===== src/rtl/branch_predictor_gshare.sv =====
// Gshare direction predictor with a direct-mapped tagged BTB for the fetch stage.
// Optional statistics counters are built only when BRANCH_PRED_STATS_EN is defined.
package common_types_pkg;
  typedef logic [31:0] word_t;
  typedef enum logic [1:0] {
    STRONG_NOT_TAKEN = 2'd0,
    WEAK_NOT_TAKEN   = 2'd1,
    WEAK_TAKEN       = 2'd2,
    STRONG_TAKEN     = 2'd3
  } branch_pred_t;
endpackage

module branch_predictor_gshare
  import common_types_pkg::*;
#(
  parameter int PHT_ENTRIES = 64,
  parameter int BTB_ENTRIES = 16,
  parameter int HIST_W      = 4,
  localparam int IDXW       = $clog2(PHT_ENTRIES),
  localparam int BTBW       = $clog2(BTB_ENTRIES)
) (
  input  logic            clk,
  input  logic            rst,
  input  logic [31:0]     lookup_pc,
  output logic            pred_taken,
  output logic [31:0]     pred_target,
  output logic            pred_hit,
  output logic [IDXW-1:0] pred_idx,
  input  logic            upd_valid,
  input  logic [31:0]     upd_pc,
  input  logic [IDXW-1:0] upd_idx,
  input  logic            upd_taken,
  input  logic [31:0]     upd_target,
  input  logic            upd_mispredict,
  output logic [31:0]     stat_updates,
  output logic [31:0]     stat_mispred
);
  localparam int TAGW = 32 - BTBW - 2;

  branch_pred_t    pht        [PHT_ENTRIES];
  logic            btb_valid  [BTB_ENTRIES];
  logic [TAGW-1:0] btb_tag    [BTB_ENTRIES];
  word_t           btb_target [BTB_ENTRIES];

  logic [IDXW-1:0] hist_ext;
  logic [BTBW-1:0] lookup_line;
  logic [TAGW-1:0] lookup_tag;
  logic [BTBW-1:0] upd_line;
  logic [TAGW-1:0] upd_tag;
  branch_pred_t    pred_ctr;
  logic [1:0]      upd_ctr_cur;
  logic [1:0]      upd_ctr_next;

  // Global history lives in the low HIST_W bits of the index hash; width 0 means bimodal.
  if (HIST_W == 0) begin : g_no_hist
    assign hist_ext = '0;
  end else begin : g_hist
    logic [HIST_W-1:0] ghr;
    if (HIST_W == 1) begin : g_one
      always_ff @(posedge clk) begin
        // NOTE: sequential state uses non-blocking assignment so all flops update together.
        if (rst)            ghr <= '0;
        else if (upd_valid) ghr <= upd_taken;
      end
    end else begin : g_multi
      always_ff @(posedge clk) begin
        if (rst)            ghr <= '0;
        else if (upd_valid) ghr <= {ghr[HIST_W-2:0], upd_taken};
      end
    end
    always_comb begin
      // NOTE: default first so partial assignment cannot infer a latch.
      hist_ext = '0;
      hist_ext[HIST_W-1:0] = ghr;
    end
  end

  assign lookup_line = lookup_pc[BTBW+1:2];
  assign lookup_tag  = lookup_pc[31:BTBW+2];
  assign upd_line    = upd_pc[BTBW+1:2];
  assign upd_tag     = upd_pc[31:BTBW+2];

  assign pred_idx    = lookup_pc[IDXW+1:2] ^ hist_ext;
  assign pred_ctr    = pht[pred_idx];
  assign pred_hit    = btb_valid[lookup_line] && (btb_tag[lookup_line] == lookup_tag);
  assign pred_taken  = pred_hit && (pred_ctr == WEAK_TAKEN || pred_ctr == STRONG_TAKEN);
  assign pred_target = pred_taken ? btb_target[lookup_line] : lookup_pc + 32'd4;

  assign upd_ctr_cur = pht[upd_idx];
  always_comb begin
    upd_ctr_next = upd_ctr_cur;
    if (upd_taken && upd_ctr_cur != STRONG_TAKEN)           upd_ctr_next = upd_ctr_cur + 2'd1;
    else if (!upd_taken && upd_ctr_cur != STRONG_NOT_TAKEN) upd_ctr_next = upd_ctr_cur - 2'd1;
  end

  always_ff @(posedge clk) begin
    if (rst) begin
      for (int i = 0; i < PHT_ENTRIES; i++) pht[i] <= WEAK_NOT_TAKEN;
      for (int i = 0; i < BTB_ENTRIES; i++) btb_valid[i] <= 1'b0;
    end else if (upd_valid) begin
      pht[upd_idx] <= branch_pred_t'(upd_ctr_next);
      if (upd_taken) btb_valid[upd_line] <= 1'b1;
    end
  end

  // NOTE: tag/target storage is not reset; the valid bit alone qualifies it, so it can map to plain RAM.
  always_ff @(posedge clk) begin
    if (!rst && upd_valid && upd_taken) begin
      btb_tag[upd_line]    <= upd_tag;
      btb_target[upd_line] <= upd_target;
    end
  end

`ifdef BRANCH_PRED_STATS_EN
  always_ff @(posedge clk) begin
    if (rst) begin
      stat_updates <= '0;
      stat_mispred <= '0;
    end else if (upd_valid) begin
      stat_updates <= stat_updates + 32'd1;
      if (upd_mispredict) stat_mispred <= stat_mispred + 32'd1;
    end
  end
  logic unused_bits;
  assign unused_bits = ^upd_pc[1:0];
`else
  assign stat_updates = '0;
  assign stat_mispred = '0;
  logic unused_bits;
  assign unused_bits = ^{upd_pc[1:0], upd_mispredict};
`endif

endmodule


===== config.mk =====
export PLATFORM = sky130hd
export DESIGN_NAME = branch_predictor_gshare
export DESIGN_NICKNAME = d
export VERILOG_FILES = /design/src/rtl/branch_predictor_gshare.sv
export SDC_FILE = /design/constraint.sdc
export NUM_CORES = 1
export LEC_CHECK = 0
export CORE_UTILIZATION = 50
export CTS_BUF_LIST = sky130_fd_sc_hd__clkbuf_16
export CTS_CLUSTER_SIZE = 8
export DETAILED_ROUTE_END_ITERATION = 16
export MAX_ROUTING_LAYER = met4
export PLACE_DENSITY = 0.71
export SLEW_MARGIN = 20
export SYNTH_ARGS = -nofsm -noshare
export SYNTH_HDL_FRONTEND = slang
export SYNTH_SLANG_ARGS = --single-unit
export TNS_END_PERCENT = 10

===== constraint.sdc =====
create_clock -name clk -period 4.95 [get_ports clk]
set_input_delay 0.7425 -clock clk [delete_from_list [all_inputs] [get_ports clk]]
set_output_delay 0.7425 -clock clk [all_outputs]
set_load 0.02 [all_outputs]

# [After elaboration in Yosys (flattened, before gate mapping)]
# Memory sizes are Yosys's and may differ from the RTL's.
# Index checks and enable logic that the tools add are counted.
[word_totals] output_inout_bits=104 mem_count=4 inputBits=107 ram_bits=1072 word_cells=45 regBits=4
[mem_list] name="btb_target" words=16 word_bits=32 rd=1 rd_ports_with_merged_regs=0 write_ports=1 line="43" rtl="word_t btb_target [BTB_ENTRIES];"
[mem_list] name="btb_tag" words=16 word_bits=26 rd=1 rd_ports_with_merged_regs=0 write_ports=1 line="42" rtl="logic [TAGW-1:0] btb_tag [BTB_ENTRIES];"
[mem_list] name="pht" words=64 word_bits=2 rd=2 rd_ports_with_merged_regs=0 write_ports=64 line="40" rtl="branch_pred_t pht [PHT_ENTRIES];"
[mem_list] name="btb_valid" words=16 word_bits=1 rd=1 rd_ports_with_merged_regs=0 write_ports=16 line="41" rtl="logic btb_valid [BTB_ENTRIES];"
[op_classes] reduce_logical=12 bitwise_logic=1 mux=20 add_sub_neg=3 n_eq_ne=4
[ops] operator="$add A32 B3 Y32 const B" n=1
[ops] operator="$mux W32" n=1
[ops] operator="$eq A26 B26 Y1" n=1
[ops] operator="$mux W1" n=14
[ops] operator="$logic_and A1 B1 Y1" n=6
[ops] operator="$mux W2" n=3
[ops] operator="$mux W6" n=1
[ops] operator="$xor A6 B4 Y6" n=1
[ops] operator="$eq A2 B2 Y1 const B" n=2
[ops] operator="$mux W4" n=1
[ops] operator="$add A2 B1 Y2 const B" n=1
[ops] operator="$logic_not A1 Y1" n=2
[ops] operator="$ne A2 B2 Y1 const B" n=1
[ops] operator="$reduce_bool A2 Y1" n=1
[ops] operator="$reduce_or A2 Y1" n=1
[ops] operator="$sub A2 B1 Y2 const B" n=1
[ops] operator="$logic_or A1 B1 Y1" n=1
[ops] operator="$reduce_or A1 Y1" n=1

# [Longest topological paths before layout]
# Gate-level depths: netlist of the first run.
[logic_depth] ltp_word=6 ltp_mapped=15 ltp_nobuf=11

# [Least setup slack after synthesis of the first run]
# OpenSTA, ideal clock, no wires.
[synth_path] kind="in2reg" from="input port upd_valid" to="memory btb_tag[11][0] (netlist name) (enable)" path_buffers=3 t_arrival_ns=4.410 stages=6 t_required_ns=4.476 setup_ns=0.474 slack_ns=0.065 path_cell_list="clkbuf_1 > nor2b_1 > clkbuf_1 > clkbuf_1 > nand4b_1 > nor2_1"
[synth_via] elab_chain_cells=4
[synth_rtl] item="start: declaration" line="29" rtl="input logic upd_valid,"
[synth_rtl] item="$logic_and A1 B1 Y1 (2 in a row)" line="108" rtl="if (!rst && upd_valid && upd_taken) begin"
[synth_rtl] item="$mux W1" line="108"
[synth_rtl] item="$mux W1 (not written as such)" line="109" rtl="btb_tag[upd_line] <= upd_tag;"
[synth_rtl] item="end: declaration" line="42"
# Every way passes these cells.

# [Final worst setup path of the first run]
[layout_path] from="input port lookup_pc[2]" to="output port pred_target[21]"
[layout_via] elab_chain_cells=6 word_cells_on_any_way=13 classes_between="add/sub (1); eq/ne (3); mux (1); bitwise (1); reduce/logical (3); memory (4)"
[layout_rtl] item="start: declaration" line="24" rtl="input logic [31:0] lookup_pc,"
[layout_rtl] item="$xor A6 B4 Y6" line="83" rtl="assign pred_idx = lookup_pc[IDXW+1:2] ^ hist_ext;"
[layout_rtl] item="$mem_v2 Z64 W2"
[layout_rtl] item="$eq A2 B2 Y1" line="86" rtl="assign pred_taken = pred_hit && (pred_ctr == WEAK_TAKEN || pred_ctr == STRONG_TAKEN);"
[layout_rtl] item="$logic_or A1 B1 Y1" line="86"
[layout_rtl] item="$logic_and A1 B1 Y1" line="86"
[layout_rtl] item="$mux W32 (*)" line="87" rtl="assign pred_target = pred_taken ? btb_target[lookup_line] : lookup_pc + 32'd4;"
[layout_rtl] item="end: declaration" line="26" rtl="output logic [31:0] pred_target,"
# Mark *: on every way between the ends. The rest lies on a longest branch, timed or not.

==> metrics.md, run 1 <==
| Metric | Value |
|---|---|
| Worst Path Arrival | between 4 and 5 ns |
| Placed Area | approximately 49,000 um2 |
| Share of post-route cells with drive strength above 1 | around a quarter |
| Synth Area per Inst | 18.5 um2 |
| Int Power | between 15 and 20 mW |
| Die width | between 300 and 400 um |
| Hold Path Class | reg2reg |
| Dpl ws | -0.172 ns |
| CP required | 4.21 ns |
| Slew Limit Fails | 0 |
| CTS clk-pin slew, worst paths | around 0.050 ns |
| DRT Wirelength | 114,000 um |
| Clk_lat worst skew | around 0.74 ns |
| Yosys cell types | 67 |
| Gr usage total | 26.2% |
| Largest net degree at the start of global routing | 90 |
| Nets | between 2k and 3k |
| Fin. Hold Viols | 0 |
| Antenna Nets Post-Route | 0 |
| CTS Buf Count | 153 |
| Compound-Gate Fraction of Synth Area | 3.40% |
| Setup_tns | 0 ns |
| Reg power frac | around 50% |
| CP Max Fanout | 20 |
| Final period util | 98.8% |
| Largest family of logic cells by synthesized area | multiplexers |
| Die area | roughly 91,000 um2 |
| Fmax | about 200 MHz |
| Sink Count | between 1k and 1.5k |
| Vias in the first global route | between 20k and 30k |
| CTS tree | done |
| Remaining Overflow, GRT | 0 |
| DR iter-0 viols | approximately 2.8k |
| Initial antenna violation count | 11 |
| Status | completed |
| First-pass GRT wire length | approximately 170,000 um |
| DR pass1 iterations | 6 |
| Max Buffers Root-to-Sink | 3 |
| CP endpoint kind | primary output |
| Leak Pwr | around 17 nW |
| RSZ-0062 raised after global routing | false |
| Wire per inst | ~29 um |
| EDFF count, synth | approximately 1.1k |
| Ports | ~210 |
| Area Overhead vs Synth | 17.9% |
| Die span in y | between 300 and 400 um |
| Synth Area in Simple Gates | 5.00% |
| Pwr per Cell Area | between 300 and 400 nW/um2 |
| Port Buf Inserts | around 140 |
| Peak supply drop | about 360 uV |
| Startpoint Class | input port |
| Cell area after layout | about 53,000 um2 |
| Htree depth | 4 |
| Switching Share | between 20% and 30% |
| CP Class | in2out |
| Max-cap violations | 0 |
| Gate power share | 7.3% |
| Synth async-reset ratio | 0% |
| Core area | ~90,000 um2 |
| Flops & latches, synth | 1,076 |
| Synth Flop Type | edfxtp_1 |
| Clk pwr share | 44.1% |
| XOR/XNOR Fraction of Synth Area | less than 1% |
| Core Rows | around 110 |
| Pwr Total | roughly 21 mW |
| Least-Margin Pin Slew | 1.00 ns |
| Slew headroom | 33.0% |
| Cells after Synth | 2,434 |
| Final HPWL DP | between 60,000 and 70,000 um |
| Final setup skew | ~0.022 ns |
| Synth Warn # | 0 |
| Via count | 24.6k |
| Fraction of the mapped netlist area in adder cells | less than 1% |
| DRC Markers | 0 |
| Minimum clock period | 4.89 ns |
| Setup-failing EPs final | 0 |
| Fin util | approximately 60% |
| Mapped Area | approximately 45,000 um2 |
| Drt via density | 6.20 |
| Initial Utilization | approximately half |
| Sequential share of the synthesized area | a little under three quarters |
| Sw Pwr | approximately 4.5 mW |
| Root buffer selected by CTS | clkbuf_16 |
| GP Congestion | between 0.9 and 1 |
| Mux contribution to synthesized area | 16.1% |
| Setup ws final | 0.0609 ns |
| Fillcell total | around 6.3k |
-- metrics by stage --
stage / hold slack [ns] / std cells
after CTS: 0.473 / 3951
after global placement: 0.456 / 3766
final: 0.477 / 3964
after floorplan: 0.449 / 2497
after global routing: 0.499 / 3960
after detailed placement: 0.465 / 3766
-- power by group through the flow --
stage	sequential, mW	combinational (mW)	clock [mW]
2_1_floorplan	10.3	0.914	0
3_3_place_gp	10.3	1.50	0
3_5_place_dp	10.3	1.53	0
4_1_cts	10.1	1.53	9.32
5_1_grt	10.1	1.62	9.68
6_report	10.1	1.53	9.18
-- worst paths after layout --
path,slack [ns],cells past startpoint,from,endpoint
worst max-delay path,0.06,13,lookup_pc[2],pred_target[21]
worst max register to register,1.82,11,pht[44][0]$_SDFFCE_PN1P_,pht[33][1]$_SDFFCE_PN0P_
worst min register to register,0.48,2,btb_valid[14]$_DFF_P_,btb_valid[14]$_DFF_P_
worst min-delay path,0.48,2,btb_valid[14]$_DFF_P_,btb_valid[14]$_DFF_P_
-- cells by family (layout without fill, tap and decap cells) --
group	after synthesis	in the layout
buf+inv	262	551
compound gates	207	207
simple gates	447	447
mux	387	387
other cells	1	77
xor+xnor	51	51
flops	1076	1076
fa+ha+maj	3	3
-- critical path, stage by stage --
cell,delay [ns]
buf_8,0.18
buf_12,0.21
mux4_2,0.52
mux2i_1,0.26
buf_4,0.17
mux2i_1,0.11
a22oi_2,0.26
o2111ai_1,0.20
nor4b_4,0.31
nand4_4,0.21
buf_12,0.23
mux2_4,0.35
dlygate4sd2_1,0.33
-- registers in the layout, summed over array words and instances, names as in the netlist --
name and cells:
g_hist.ghr 4, pht 128, btb_tag 416, btb_valid 16, btb_target 512
-- what timing repair did --
action | 4_1_cts | 5_1_grt
resized for setup | 35 | 3
setup buffers | 0 | 0
endpoints found under the setup margin | 32 | 8
hold buffers | 0 | 0
-- Yosys cell counts, types with 19 or more instances --
| library cell | number | area [um2] |
|---|---|---|
| nor3_1 | 58 | 290 |
| edfxtp_1 | 1056 | 31700 |
| buf_4 | 70 | 526 |
| inv_1 | 36 | 135 |
| or2_2 | 33 | 206 |
| a22oi_1 | 91 | 683 |
| nand2_1 | 92 | 345 |
| buf_2 | 24 | 120 |
| clkbuf_1 | 97 | 364 |
| mux4_2 | 258 | 5810 |
| dfxtp_1 | 20 | 400 |
| mux2_4 | 29 | 435 |
| nand3_1 | 47 | 235 |
| nor2_1 | 105 | 394 |
| buf_1 | 19 | 71.3 |
| nand2b_1 | 22 | 138 |
| o22ai_1 | 25 | 156 |
| mux2i_1 | 96 | 961 |
| xnor2_1 | 45 | 394 |
-- final cells by class --
cell class / instances / area, um2 / share of cell area, %
multi-input cells: 1159 / 12000 / 22.5
well taps: 1165 / 1460 / 2.74
clock buffers: 155 / 3880 / 7.30
repair buffers: 329 / 3250 / 6.12
diodes: 13 / 32.5 / 0.0612
inverters: 37 / 140 / 0.264
clock inverters: 30 / 282 / 0.530
flip-flops and latches: 1076 / 32100 / 60.4
-- cell usage in the layout, fill, tap and decap left out, types with 64 or more instances in the layout --
| master | Yosys | layout |
|---|---|---|
| a22oi_1 | 91 | 90 |
| buf_4 | 70 | 151 |
| clkbuf_16 | 0 | 155 |
| clkdlybuf4s50_1 | 0 | 104 |
| conb_1 | 1 | 64 |
| edfxtp_1 | 1056 | 1056 |
| mux2i_1 | 96 | 96 |
| mux4_2 | 258 | 258 |
| nand2_1 | 92 | 92 |
| nor2_1 | 105 | 89 |
-- per-layer routing --
metal,up-vias,share of wire [%],GRT usage (%)
li1,10357,-,-
met1,12784,40,34.7
met2,1251,49,41.1
met3,197,9.2,5.43
met4,0,2.4,8.08
met5,-,0,-
(Power assumes the default switching activity.)
==> run 2: changes to the inputs <==
- CAP_MARGIN: not set -> 20
- PLACE_DENSITY: 0.71 -> 0.69
==> run 2 against run 1 <==
- clock power is essentially flat
- combinational power is essentially flat
- non-clock buffer count grew 16
- final cell count grew 0.30%
- core utilization grew 0.22 points
- routed wire length grew 1.1%
==> metrics.md, run 2 (synthesis results as in run 1) <==
| Metric | Value |
|---|---|
| Status | completed |
| Hold Path Class | reg2reg |
| GP Congestion | 0.945 (-0.84%) |
| Slew Limit Fails | 0 (unchanged) |
| Switching Share | 22.1% (+0.35 points) |
| Sink Count | 1,076 (unchanged) |
| Core area | 88,800 um2 (unchanged) |
| Commonest non-fill, non-tap cells in the layout | edfxtp_1, mux4_2, buf_4, clkbuf_16, clkdlybuf4s50_1 |
| Area Overhead vs Synth | 18.4% |
| Int Power | 16.2 mW (-0.53%) |
| DRC Markers | 0 (unchanged) |
| Die span in y | 302 um (unchanged) |
| Die area | 91,300 um2 (unchanged) |
| Antenna Nets Post-Route | 0 (unchanged) |
| Slowest CP cell | mux4_2 |
| Top reg by flops | btb_target |
| Core Rows | 109 (unchanged) |
| CP Max Fanout | 17 (-15%) |
| CTS tree | done |
| Least-Margin Pin Slew | 0.998 ns (-0.00695 ns) |
| Leak Pwr | 17.6 nW (+0.46%) |
| Largest stage delay on the critical path | 0.49 ns (-0.03 ns) |
| DR pass1 iterations | 5 (-1) |
| CP required | 4.21 ns (about the same) |
| Startpoint Class | input port |
| Initial Utilization | 50.7% (unchanged) |
| Reg power frac | 48.6% (about the same) |
| CTS clk-pin slew, worst paths | 0.05 ns (about the same) |
| Largest regs | btb_target: 512 flops, btb_tag: 416 flops, pht: 128 flops |
| Wire per inst | 28.9 um (+0.83%) |
| Clk pwr share | 44.0% (about the same) |
| Vias in the first global route | 25.1k (-1.3%) |
| Ports | 211 (unchanged) |
| Sw Pwr | 4.61 mW (+1.5%) |
| Setup ws final | 0.0794 ns (+0.0185 ns) |
| Initial antenna violation count | 15 (+4) |
| Fillcell total | 6,217 (-0.92%) |
| First-pass GRT wire length | 168,000 um (+0.77%) |
| Max FFs per register | 512 (unchanged) |
| Final setup skew | 0.0382 ns (+0.0159 ns) |
| Non-Filler Instances | 3,976 (+0.30%) |
| Max-cap violations | 0 (unchanged) |
| Root buffer selected by CTS | clkbuf_16 |
| Setup-failing EPs final | 0 (unchanged) |
| Share of post-route cells with drive strength above 1 | 26.4% (+0.46 points) |
| Peak supply drop | 347 uV (-3.1%) |
| Port Buf Inserts | 143 (unchanged) |
| Remaining Overflow, GRT | 0 (unchanged) |
| Via count | 24.8k (+1.0%) |
| Final HPWL DP | 67,900 um (+0.68%) |
| Die width | 302 um (unchanged) |
| CP endpoint kind | primary output |
| Fin. Hold Viols | 0 (unchanged) |
| Minimum clock period | 4.87 ns (-0.0185 ns) |
| Commonest non-fill, non-tap cell in the layout | edfxtp_1 |
| CP Class | in2out |
| Clk_lat worst skew | 0.75 ns (about the same) |
| Gate power share | 7.4% (about the same) |
| Max Buffers Root-to-Sink | 3 (unchanged) |
| Gr usage total | 26.3% (+0.10 points) |
| DP Cell Count | 3,771 (+0.13%) |
| Htree depth | 4 (unchanged) |
| Fmax | 205 MHz (+0.38%) |
| DR iter-0 viols | 2,727 (-2.7%) |
| CTS Hold Buffers Added | 0 (unchanged) |
| Largest net degree at the start of global routing | 101 (+12%) |
| Slew headroom | 33.5% (+0.46 points) |
| DRT Wirelength | 115,000 um (+1.1%) |
| Nets | 2,881 (+0.52%) |
| Dpl ws | -0.178 ns (-0.00560 ns) |
| Worst Path Arrival | 4.13 ns (-0.02 ns) |
| Pwr per Cell Area | 391 nW/um2 (-0.45%) |
| Final period util | 98.4% (-0.37 points) |
| CTS Buf Count | 152 (-0.65%) |
| CP Cell Sequence | buf_12 > buf_16 > buf_4 > mux4_2 > mux2i_1 > mux2i_2 > xnor2_2 > o211ai_1 > nor4_1 > buf_4 > nand4_4 > buf_12 > clkbuf_16 > mux2_4 > dlygate4sd2_1 |
| Drt via density | 6.25 (+0.72%) |
==> run 2: stage by stage <==
| step | total power [mW] | utilization (%) | hold slack [ns] | setup TNS (ns) | area, um2 |
|---|---|---|---|---|---|
| floorplan | 11.2 | - | 0.449 | 0 | 45300 |
| global placement | 11.8 | 55.1 | 0.455 | -6.41 | 49000 |
| detailed placement | 11.8 | 55.1 | 0.463 | -4.98 | 49000 |
| CTS | 21.0 | 59.8 | 0.470 | 0 | 53100 |
| global route | 21.4 | 60.0 | 0.490 | -0.00390 | 53300 |
| finish | 20.8 | 60.1 | 0.469 | 0 | 53300 |
==> run 2: timing repair <==
action | 4_1_cts | 5_1_grt
buffers inserted | 0 | 8
pin swaps | 0 | 3
setup endpoints to repair | 34 | 32
gates resized for setup | 43 | 4
cloned | 0 | 3
==> run 2: power by group through the flow <==
stage                     combinational, mW  clock (mW)  sequential, mW
after floorplan                       0.914           0            10.3
after global placement                 1.50           0            10.3
after detailed placement               1.53           0            10.3
after CTS                              1.53        9.30            10.1
after global routing                   1.63        9.65            10.1
final                                  1.54        9.16            10.1
==> run 2: final timing paths <==
kind / end / startpoint / slack, ns / depth (start not counted)
worst min register to register: btb_valid[2]$_DFF_P_ / btb_valid[2]$_DFF_P_ / 0.47 / 2
worst min-delay path: btb_valid[2]$_DFF_P_ / btb_valid[2]$_DFF_P_ / 0.47 / 2
worst max-delay path: pred_target[18] / lookup_pc[2] / 0.08 / 15
worst max register to register: pht[37][1]$_SDFFCE_PN0P_ / pht[27][0]$_SDFFCE_PN1P_ / 1.92 / 11
==> run 2: per-layer routing <==
metal	vias up	track usage (%)	part of all wire, %
met5	-	-	0
met1	12988	35.9	40
met2	1272	40.4	49
li1	10385	-	-
met3	197	5.12	8.7
met4	0	7.88	2.4
==> run 2: cell type report <==
cell class                      count  area (um2)  share of cell area (%)
Timing Repair Buffer              345        3440                    6.45
Multi-Input combinational cell   1159       12000                    22.5
Tap cell                         1165        1460                    2.73
Clock inverter                     28         324                   0.608
Sequential cell                  1076       32100                    60.2
Clock buffer                      153        3830                    7.18
Antenna cell                       13        32.5                  0.0610
Inverter                           37         140                   0.263
==> run 2: worst max-delay path: cells and delay by family <==
family                 cells  cell delay [ns]
buffers and inverters      7             1.38
multiplexers               4             1.15
AND/OR/NAND/NOR            2             0.44
XOR/XNOR                   1             0.23
AO/OA/AOI/OAI              1             0.12
==> run 3: changes to the inputs <==
- SLEW_MARGIN: 20 -> 5
==> results of run 3 <==
Final layout, timing and power as in run 2 (identical DEF).
